--- config.mk ---
export PLATFORM = sky130hd
export DESIGN_NAME = fetch_unit_flat
export DESIGN_NICKNAME = d
export VERILOG_FILES = /design/src/rtl/fetch_if.sv /design/src/rtl/fetch_unit.sv /design/src/flat_wrapper.sv
export SDC_FILE = /design/constraint.sdc
export NUM_CORES = 1
export LEC_CHECK = 0
export CORE_MARGIN = 2
export CORE_UTILIZATION = 45
export CTS_CLUSTER_SIZE = 30
export DETAILED_ROUTE_END_ITERATION = 6
export PLACE_DENSITY_LB_ADDON = 0.12
export SKIP_CTS_REPAIR_TIMING = 1
export SLEW_MARGIN = 20
export SYNTH_ARGS = -nofsm -noshare
export SYNTH_HDL_FRONTEND = slang
export SYNTH_SLANG_ARGS = --single-unit
--- constraint.sdc ---
create_clock -name clk -period 3.13 [get_ports clk]
set_input_delay 0.626 -clock clk [delete_from_list [all_inputs] [get_ports clk]]
set_output_delay 0.626 -clock clk [all_outputs]
set_load 0.02 [all_outputs]
--- src/rtl/fetch_if.sv ---
// fetch_if: control, instruction-memory and decoded-output bundle of the fetch unit
interface fetch_if;
   logic        stall;
   logic        branch_taken;
   logic [31:0] branch_target;
   logic        int_req;
   logic [31:0] imem_addr;
   logic [15:0] imem_data;
   logic [4:0]  opcode;
   logic [2:0]  Rs;
   logic [2:0]  Rd;
   logic [4:0]  shmnt;
   logic [15:0] imm;
   logic [31:0] pc;
   logic [31:0] Next_inst_addr;
   logic        int1;
   logic        valid;
   modport master (
      input  stall, branch_taken, branch_target, int_req, imem_data,
      output imem_addr, opcode, Rs, Rd, shmnt, imm, pc, Next_inst_addr, int1, valid
   );
   modport slave (
      output stall, branch_taken, branch_target, int_req, imem_data,
      input  imem_addr, opcode, Rs, Rd, shmnt, imm, pc, Next_inst_addr, int1, valid
   );
endinterface

--- src/rtl/fetch_unit.sv ---
// fetch_unit: 16/32-bit instruction fetch with branch redirect, stall and interrupt-slot injection
module fetch_unit #(
   parameter logic [31:0] RESET_PC   = 32'h0000_0000,
   parameter logic [31:0] INT_VECTOR = 32'h0000_0002
) (
   input logic      clk,
   input logic      rst_n,
   fetch_if.master  bus
);
   typedef enum logic {FETCH, IMM} state_t;
   state_t      r_state, w_state;
   logic [31:0] r_pc, w_pc, r_opc, w_opc, r_nia, w_nia;
   logic [15:0] r_hold, w_hold, r_inst, w_inst, r_imm, w_imm;
   logic        r_pend, w_pend, r_int1, w_int1, r_valid, w_valid;
   logic        w_long;
   assign w_long             = bus.imem_data[15:14] == 2'b11;
   assign bus.imem_addr      = r_pc;
   assign bus.opcode         = r_inst[15:11];
   assign bus.Rs             = r_inst[10:8];
   assign bus.Rd             = r_inst[7:5];
   assign bus.shmnt          = r_inst[4:0];
   assign bus.imm            = r_imm;
   assign bus.pc             = r_opc;
   assign bus.Next_inst_addr = r_nia;
   assign bus.int1           = r_int1;
   assign bus.valid          = r_valid;
   always_ff @(posedge clk or negedge rst_n)
      if (!rst_n) begin
         r_state <= FETCH;
         r_pc    <= RESET_PC;
         r_hold  <= '0;
         r_pend  <= 1'b0;
         r_inst  <= '0;
         r_imm   <= '0;
         r_opc   <= '0;
         r_nia   <= '0;
         r_int1  <= 1'b0;
         r_valid <= 1'b0;
      end else begin
         r_state <= w_state;
         r_pc    <= w_pc;
         r_hold  <= w_hold;
         r_pend  <= w_pend;
         r_inst  <= w_inst;
         r_imm   <= w_imm;
         r_opc   <= w_opc;
         r_nia   <= w_nia;
         r_int1  <= w_int1;
         r_valid <= w_valid;
      end
   always_comb begin
      w_state = r_state;
      w_pc    = r_pc;
      w_hold  = r_hold;
      w_pend  = r_pend | bus.int_req;
      w_inst  = r_inst;
      w_imm   = r_imm;
      w_opc   = r_opc;
      w_nia   = r_nia;
      w_int1  = r_int1;
      w_valid = r_valid;
      if (bus.branch_taken) begin
         w_pc    = bus.branch_target;
         w_state = FETCH;
         w_hold  = '0;
         w_valid = 1'b0;
         w_int1  = 1'b0;
      end else if (!bus.stall) begin
         // interrupts are only taken at FETCH so a held first word is never orphaned
         if (r_state == IMM) begin
            w_inst  = r_hold;
            w_imm   = bus.imem_data;
            w_opc   = r_pc - 32'd1;
            w_nia   = r_pc + 32'd1;
            w_valid = 1'b1;
            w_int1  = 1'b0;
            w_pc    = r_pc + 32'd1;
            w_hold  = '0;
            w_state = FETCH;
         end else if (r_pend) begin
            w_inst  = '0;
            w_imm   = '0;
            w_opc   = r_pc;
            w_nia   = r_pc;
            w_valid = 1'b1;
            w_int1  = 1'b1;
            w_pc    = INT_VECTOR;
            w_pend  = bus.int_req;
         end else if (w_long) begin
            w_hold  = bus.imem_data;
            w_valid = 1'b0;
            w_int1  = 1'b0;
            w_pc    = r_pc + 32'd1;
            w_state = IMM;
         end else begin
            w_inst  = bus.imem_data;
            w_imm   = '0;
            w_opc   = r_pc;
            w_nia   = r_pc + 32'd1;
            w_valid = 1'b1;
            w_int1  = 1'b0;
            w_pc    = r_pc + 32'd1;
         end
      end
   end
endmodule

--- src/flat_wrapper.sv ---
// flat-port wrapper written by rule: the top's interface ports become plain ports
module fetch_unit_flat 
#(
   parameter logic [31:0] RESET_PC   = 32'h0000_0000,
   parameter logic [31:0] INT_VECTOR = 32'h0000_0002
)
  (clk, rst_n, bus_stall, bus_branch_taken, bus_branch_target, bus_int_req, bus_imem_data, bus_imem_addr, bus_opcode, bus_Rs, bus_Rd, bus_shmnt, bus_imm, bus_pc, bus_Next_inst_addr, bus_int1, bus_valid);
  fetch_if bus_i ();
  input logic clk;
  input logic rst_n;
  input wire logic [$bits(bus_i.stall)-1:0] bus_stall;
  input wire logic [$bits(bus_i.branch_taken)-1:0] bus_branch_taken;
  input wire logic [$bits(bus_i.branch_target)-1:0] bus_branch_target;
  input wire logic [$bits(bus_i.int_req)-1:0] bus_int_req;
  input wire logic [$bits(bus_i.imem_data)-1:0] bus_imem_data;
  output wire logic [$bits(bus_i.imem_addr)-1:0] bus_imem_addr;
  output wire logic [$bits(bus_i.opcode)-1:0] bus_opcode;
  output wire logic [$bits(bus_i.Rs)-1:0] bus_Rs;
  output wire logic [$bits(bus_i.Rd)-1:0] bus_Rd;
  output wire logic [$bits(bus_i.shmnt)-1:0] bus_shmnt;
  output wire logic [$bits(bus_i.imm)-1:0] bus_imm;
  output wire logic [$bits(bus_i.pc)-1:0] bus_pc;
  output wire logic [$bits(bus_i.Next_inst_addr)-1:0] bus_Next_inst_addr;
  output wire logic [$bits(bus_i.int1)-1:0] bus_int1;
  output wire logic [$bits(bus_i.valid)-1:0] bus_valid;
  assign bus_i.stall = bus_stall;
  assign bus_i.branch_taken = bus_branch_taken;
  assign bus_i.branch_target = bus_branch_target;
  assign bus_i.int_req = bus_int_req;
  assign bus_i.imem_data = bus_imem_data;
  assign bus_imem_addr = bus_i.imem_addr;
  assign bus_opcode = bus_i.opcode;
  assign bus_Rs = bus_i.Rs;
  assign bus_Rd = bus_i.Rd;
  assign bus_shmnt = bus_i.shmnt;
  assign bus_imm = bus_i.imm;
  assign bus_pc = bus_i.pc;
  assign bus_Next_inst_addr = bus_i.Next_inst_addr;
  assign bus_int1 = bus_i.int1;
  assign bus_valid = bus_i.valid;
  fetch_unit #(.RESET_PC(RESET_PC), .INT_VECTOR(INT_VECTOR)) u_core (.clk(clk), .rst_n(rst_n), .bus(bus_i));
endmodule
==> flow_metrics.py, run 1 <==
metrics = {
    "sta": {
        "max_freq_mhz": 380,
        "rsz0062_at_grt": "false",
        "setup-tns-final_ps": 0,
        "worstMarginPinSlew_ps": 1110,
        "finalSetupViolCount": 0,
        "clock_skew_ps": 13.0,
        "slew_headroom": 0.259,
        "timing.final.crit_share": 0.841,
        "hold_viol": 0,
        "timing.hold.ws_ps": 174,
        "fin_crit_ps": 2630,
        "slew_violations": 0,
    },
    "detailed_routing": {
        "wl_mm": 22.5,
        "num_vias": 7115,
        "first_pass_iters": 5,
        "drt_iter0_drc": 539,
        "drc": 0,
        "vias_per_cell": 5.60,
        "wl_per_cell_um": 17.7,
        "ant_nets": 0,
    },
    "yosys": {
        "yosys.area.top_type": "dfrtp_1",
        "synth_area_um2": 7800,
        "synth_seq_area_share": 0.475,
        "synthFlopType": "dfrtp_1",
        "ys_ff_latch": 148,
        "ys_warn_count": 0,
        "synth_nets": 947,
        "synth_top_cell_area_share": 0.475,
        "syn_inst": 891,
        "yosys-top-cells-area": "dfrtp_1 47%, nand2_1 6.6%, o21ai_0 6.0%",
        "synth_cell_types": 57,
        "async_reset_ff_frac": 1.00,
        "synth_edf_count": 0,
        "synth.avg_cell_area_um2": 8.76,
    },
    "layout": {
        "synthToLayoutAreaGrowth_pct": 33.3,
        "drive_above_1_share": 0.0822,
        "stdcell_count": 1271,
        "layout.nets": 1089,
        "n_antenna_cell": 0,
    },
    "clock_tree": {
        "cts_buffers": 17,
        "cts_tree": "done",
        "worstSkewPairLatency_ps": 430,
        "clk_pin_slew_ps": 60,
        "cts_max_path_buffers": 2,
        "cts_root_buf": "clkbuf_16",
        "cts_sinks": 148,
        "htree_levels": 4,
    },
    "setup_path": {
        "rr_worst_depth": 5,
        "critPathKind": "reg2reg",
        "r2r_setup_slack_ps": 500,
        "cpPeakStageDelay_ps": 650,
        "startpoint_type": "flip-flop",
        "end_kind": "flip-flop",
        "r2r_start": "u_core.bus.imem_addr[1]",
        "crit_arrival_ps": 2930,
        "rr_endpoint": "u_core.bus.pc[13]",
        "cp_max_fo": 14,
        "path_cells": "or4b_1, or3_1, or4_1, xnor2_1, o21ai_0",
        "critPathSlowestCell": "or3_1",
        "required_ps": 3420,
    },
    "min_path": {
        "hp-class": "in2async",
    },
    "die": {
        "rows": 48,
        "die-area_um2": 18400,
        "fp.dieW_um": 136,
        "die_h_um": 136,
        "num_io_pins": 183,
        "start_util": 0.456,
        "coreArea_um2": 17100,
    },
    "global_routing": {
        "grt_max_degree": 103,
        "grt_pass1_wl_mm": 36.0,
        "grt_pass1_vias": 6640,
        "grt_overflow_total": 0,
        "grt_usage": 0.251,
        "grt_antenna_before_repair": 0,
    },
    "placed_design": {
        "hpwl_mm": 15.2,
        "numPortBuffers": 182,
        "globalplace.congestion": 0.835,
        "placed_cells": 1239,
    },
    "pwr": {
        "leakagePower_nw": 4.17,
        "irDropWorstVdd_v": 0.000355,
        "power_mw": 5.88,
        "power_density_nw_per_um2": 565,
    },
    "job": {
        "cap_violations": 0,
    },
    "status": {
        "status": "finished clean",
    },
}
-- cell usage in the layout (no fill, tap or decap), types with 8 or more instances in the layout --
cell,Yosys,layout
a21oi_1,16,16
a221oi_1,15,15
a31oi_1,11,11
and4_1,8,8
buf_4,1,29
clkbuf_16,0,17
clkdlybuf4s50_1,0,180
dfrtp_1,148,147
inv_1,23,23
nand2_1,138,138
nand3_1,45,45
nand4_1,21,21
nor2_1,67,66
nor3_1,18,17
nor4_1,14,14
o21ai_0,93,92
o21ai_1,17,16
o311ai_0,10,10
xnor2_1,42,42
xor2_1,17,17
-- final cells by class --
type                       count  area, µm²
timing repair buffer         213       2080
inverter                      23       86.3
clock inverter                15        171
multi-input combinational    630       3660
fill                        1545       6710
sequential                   148       3700
tap                          225        282
clock buffer                  17        425
-- critical path, delay by kind of cell (launching register included) --
family | cells | cell delay [ps]
AND/OR/NAND/NOR | 3 | 1760
flip-flops | 1 | 490
XOR/XNOR | 1 | 150
AO/OA/AOI/OAI | 1 | 90
-- synth_stat cells (5+ instances only) --
cell type and instances:
a21o_1 5, a21oi_1 16, a221oi_1 15, a2bb2oi_1 5
a31oi_1 11, and4_1 8, buf_1 6, clkbuf_1 76
dfrtp_1 148, inv_1 23, nand2_1 138, nand2b_1 6
nand3_1 45, nand4_1 21, nor2_1 67, nor3_1 18
nor4_1 14, nor4_2 6, o21a_1 5, o21ai_0 93
o21ai_1 17, o311ai_0 10, or3_1 7, or4_1 7
xnor2_1 42, xor2_1 17
-- state kept, by name, indices dropped and copies added (netlist names) --
name,flops
u_core.bus.Next_inst_addr,32
u_core.bus.imem_addr,32
u_core.r_pend,1
u_core.bus.imm,16
u_core.r_hold,16
u_core.bus.pc,32
u_core.bus.valid,1
u_core.bus.int1,1
u_core.r_state,1
u_core.r_inst,16
-- power by group --
part           switching, mW  total (mW)  internal, mW
Sequential             0.234        2.38          2.15
Clock                  0.891        2.09          1.19
Combinational          0.760        1.41         0.651
-- through the flow --
stage           util  cell area [µm²]  setup WS (ps)
3_5_place_dp   0.573             9800            508
5_1_grt        0.608            10400            309
2_1_floorplan      -             7800            521
3_3_place_gp   0.573             9800            528
4_1_cts        0.608            10400            509
6_report       0.608            10400            497
-- worst max path at each step --
stage | start | endpoint | slack, ps | cells after the start
after global routing | u_core.r_state | u_core.bus.imem_addr[19] | 310 | 6
after floorplan | u_core.bus.imem_addr[8] | u_core.bus.pc[30] | 520 | 9
after global placement | u_core.bus.imem_addr[6] | u_core.bus.pc[31] | 530 | 5
after detailed placement | bus_stall | u_core.bus.Next_inst_addr[8] | 510 | 6
final | u_core.bus.imem_addr[1] | u_core.bus.pc[13] | 500 | 5
after CTS | u_core.bus.imem_addr[6] | u_core.bus.pc[31] | 510 | 5
-- cells by family after synthesis --
group	share of synthesized area
flops	0.475
fa+ha+maj	0.00481
simple gates	0.234
mux	0.00144
xor+xnor	0.0662
compound gates	0.159
buf+inv	0.0597
-- routing by layer --
| layer | track usage | wire, µm | share of wire |
|---|---|---|---|
| met4 | 0.0856 | 529 | 0.024 |
| met2 | 0.388 | 10600 | 0.47 |
| met3 | 0.0599 | 1350 | 0.060 |
| met5 | 0 | 0 | 0 |
| met1 | 0.346 | 10000 | 0.45 |
Power figures use the tool's default switching activity.
==> inputs of run 2 (changes only) <==
Clock period 3.13 ns to 2.4 ns, I/O delays scaled along.
==> run 2 against run 1 <==
  * The run now ends with hold timing left
  * Worst hold slack got worse by 180 ps
  * Die area unchanged
  * First-iteration DRC count decreased by 3.9%
  * Setup slack lost 400 ps
  * Critical path depth increased by 1
  * Clock skew fell by 2.4 ps
  * Combinational power is 43% higher
  * Design area up 3.7%
  * Non-clock buffer count grew 34
  * Global-route usage is 0.84 points higher
  * Sequential cell count unchanged
  * Cell count is 2.7% higher
  * Largest cell class is now multi-input gates
  * Largest power group unchanged
==> flow_metrics.py, run 2 (synthesis results as in run 1) <==
metrics = {
    "status": {
        "status": "finished with violations",
        "violations": "hold timing",
    },
    "layout": {
        "stdcell_count": 1305,
        "n_antenna_cell": 0,
        "final_cell_mix": "180 x clkdlybuf4s50_1, 145 x dfrtp_1, 138 x nand2_1",
        "fin_util": 0.630,
        "synthToLayoutAreaGrowth_pct": 38.2,
        "layout.nets": 1123,
        "drive_above_1_share": 0.115,
        "stdcell_area_um2": 10800,
        "layout_commonest_cell": "clkdlybuf4s50_1",
    },
    "setup_path": {
        "critPathSlowestCell": "or4b_1",
        "cpPeakStageDelay_ps": 540,
        "path_buf_inv": 1,
        "critPathKind": "reg2reg",
        "startpoint_type": "flip-flop",
        "required_ps": 2690,
        "worstSetupPathDepth": 6,
        "end_kind": "flip-flop",
        "rr_worst_depth": 6,
        "crit_arrival_ps": 2600,
        "cp_max_fo": 14,
        "path_cells": "or4b_1, or3_1, buf_4, or4_1, xnor2_1, o21ai_0",
        "r2r_start": "u_core.bus.imem_addr[1]",
        "crit_family": "simple AND/OR/NAND/NOR gates",
        "r2r_setup_slack_ps": 90,
        "rr_endpoint": "u_core.bus.pc[13]",
    },
    "detailed_routing": {
        "first_pass_iters": 5,
        "wl_mm": 23.1,
        "drt_iter0_drc": 518,
        "drc": 0,
        "vias_per_cell": 5.59,
        "wl_per_cell_um": 17.7,
        "ant_nets": 0,
        "num_vias": 7295,
    },
    "clock_tree": {
        "cts_tree": "done",
        "clk_pin_slew_ps": 60,
        "cts_buffers": 17,
        "cts_sinks": 148,
        "htree_levels": 4,
        "worstSkewPairLatency_ps": 430,
        "cts_max_path_buffers": 2,
        "cts_root_buf": "clkbuf_16",
    },
    "sta": {
        "timing.hold.ws_ps": -10.5,
        "worstMarginPinSlew_ps": 1030,
        "clock_skew_ps": 10.6,
        "finalSetupViolCount": 0,
        "setup_ws_ps": 94.8,
        "fin_crit_ps": 2310,
        "hold_viol": 5,
        "slew_headroom": 0.312,
        "rsz0062_at_grt": "false",
        "setup-tns-final_ps": 0,
        "max_freq_mhz": 434,
        "timing.final.crit_share": 0.961,
        "slew_violations": 0,
    },
    "global_routing": {
        "grt_overflow_total": 0,
        "grt_pass1_wl_mm": 37.2,
        "grt_usage": 0.259,
        "grt_max_degree": 97,
        "grt_antenna_before_repair": 1,
        "grt_pass1_vias": 6947,
    },
    "die": {
        "die-area_um2": 18400,
        "start_util": 0.456,
        "fp.dieW_um": 136,
        "coreArea_um2": 17100,
        "num_io_pins": 183,
        "die_h_um": 136,
        "rows": 48,
    },
    "placed_design": {
        "placed_area_um2": 10200,
        "globalplace.congestion": 0.863,
        "pre_cts_ws_ps": 73.2,
        "placed_cells": 1273,
        "hpwl_mm": 16.5,
        "numPortBuffers": 182,
    },
    "job": {
        "cap_violations": 0,
    },
    "min_path": {
        "hp-class": "in2async",
    },
    "pwr": {
        "leakagePower_nw": 4.42,
        "power_density_nw_per_um2": 727,
        "power_mw": 7.84,
        "irDropWorstVdd_v": 0.000542,
    },
}
[run 2: cell count changes in the layout (fill, tap and decap cells not counted), sizes merged]
cell and change:
inv -1, bufinv +1, clkbuf +1, buf +34, clkinv -2, clkinvlp +1
[run 2: cell type report]
class | instances | area, µm²
clock inverters | 14 | 174
flip-flops and latches | 148 | 3710
clock buffers | 18 | 439
repair buffers | 247 | 2380
multi-input cells | 630 | 3710
fillers | 1499 | 6330
well taps | 225 | 282
inverters | 23 | 86.3
[run 2: per-layer routing]
metal  GRT usage  vias to the layer above  wire length [µm]
met5           0                        -                13
met4      0.0955                        2               554
met3      0.0550                       41              1460
met2       0.418                      269             11200
met1       0.346                     3498              9840
li1            -                     3485                 -
[run 2: worst max path at each step]
stage,from,endpoint
3_5_place_dp,u_core.bus.imem_addr[6],u_core.bus.pc[31]
6_report,u_core.bus.imem_addr[1],u_core.bus.pc[13]
5_1_grt,u_core.bus.imem_addr[1],u_core.bus.pc[13]
3_3_place_gp,u_core.bus.imem_addr[6],u_core.bus.pc[27]
4_1_cts,u_core.bus.imem_addr[1],u_core.bus.pc[13]
2_1_floorplan,u_core.bus.imem_addr[6],u_core.bus.pc[27]
[run 2: report_power, final]
part / leakage (nW) / internal [mW] / switching, mW / total, mW
sequential: 1.86 / 2.80 / 0.229 / 3.03
clock: 0.290 / 1.67 / 1.12 / 2.80
combinational: 2.27 / 0.913 / 1.10 / 2.01
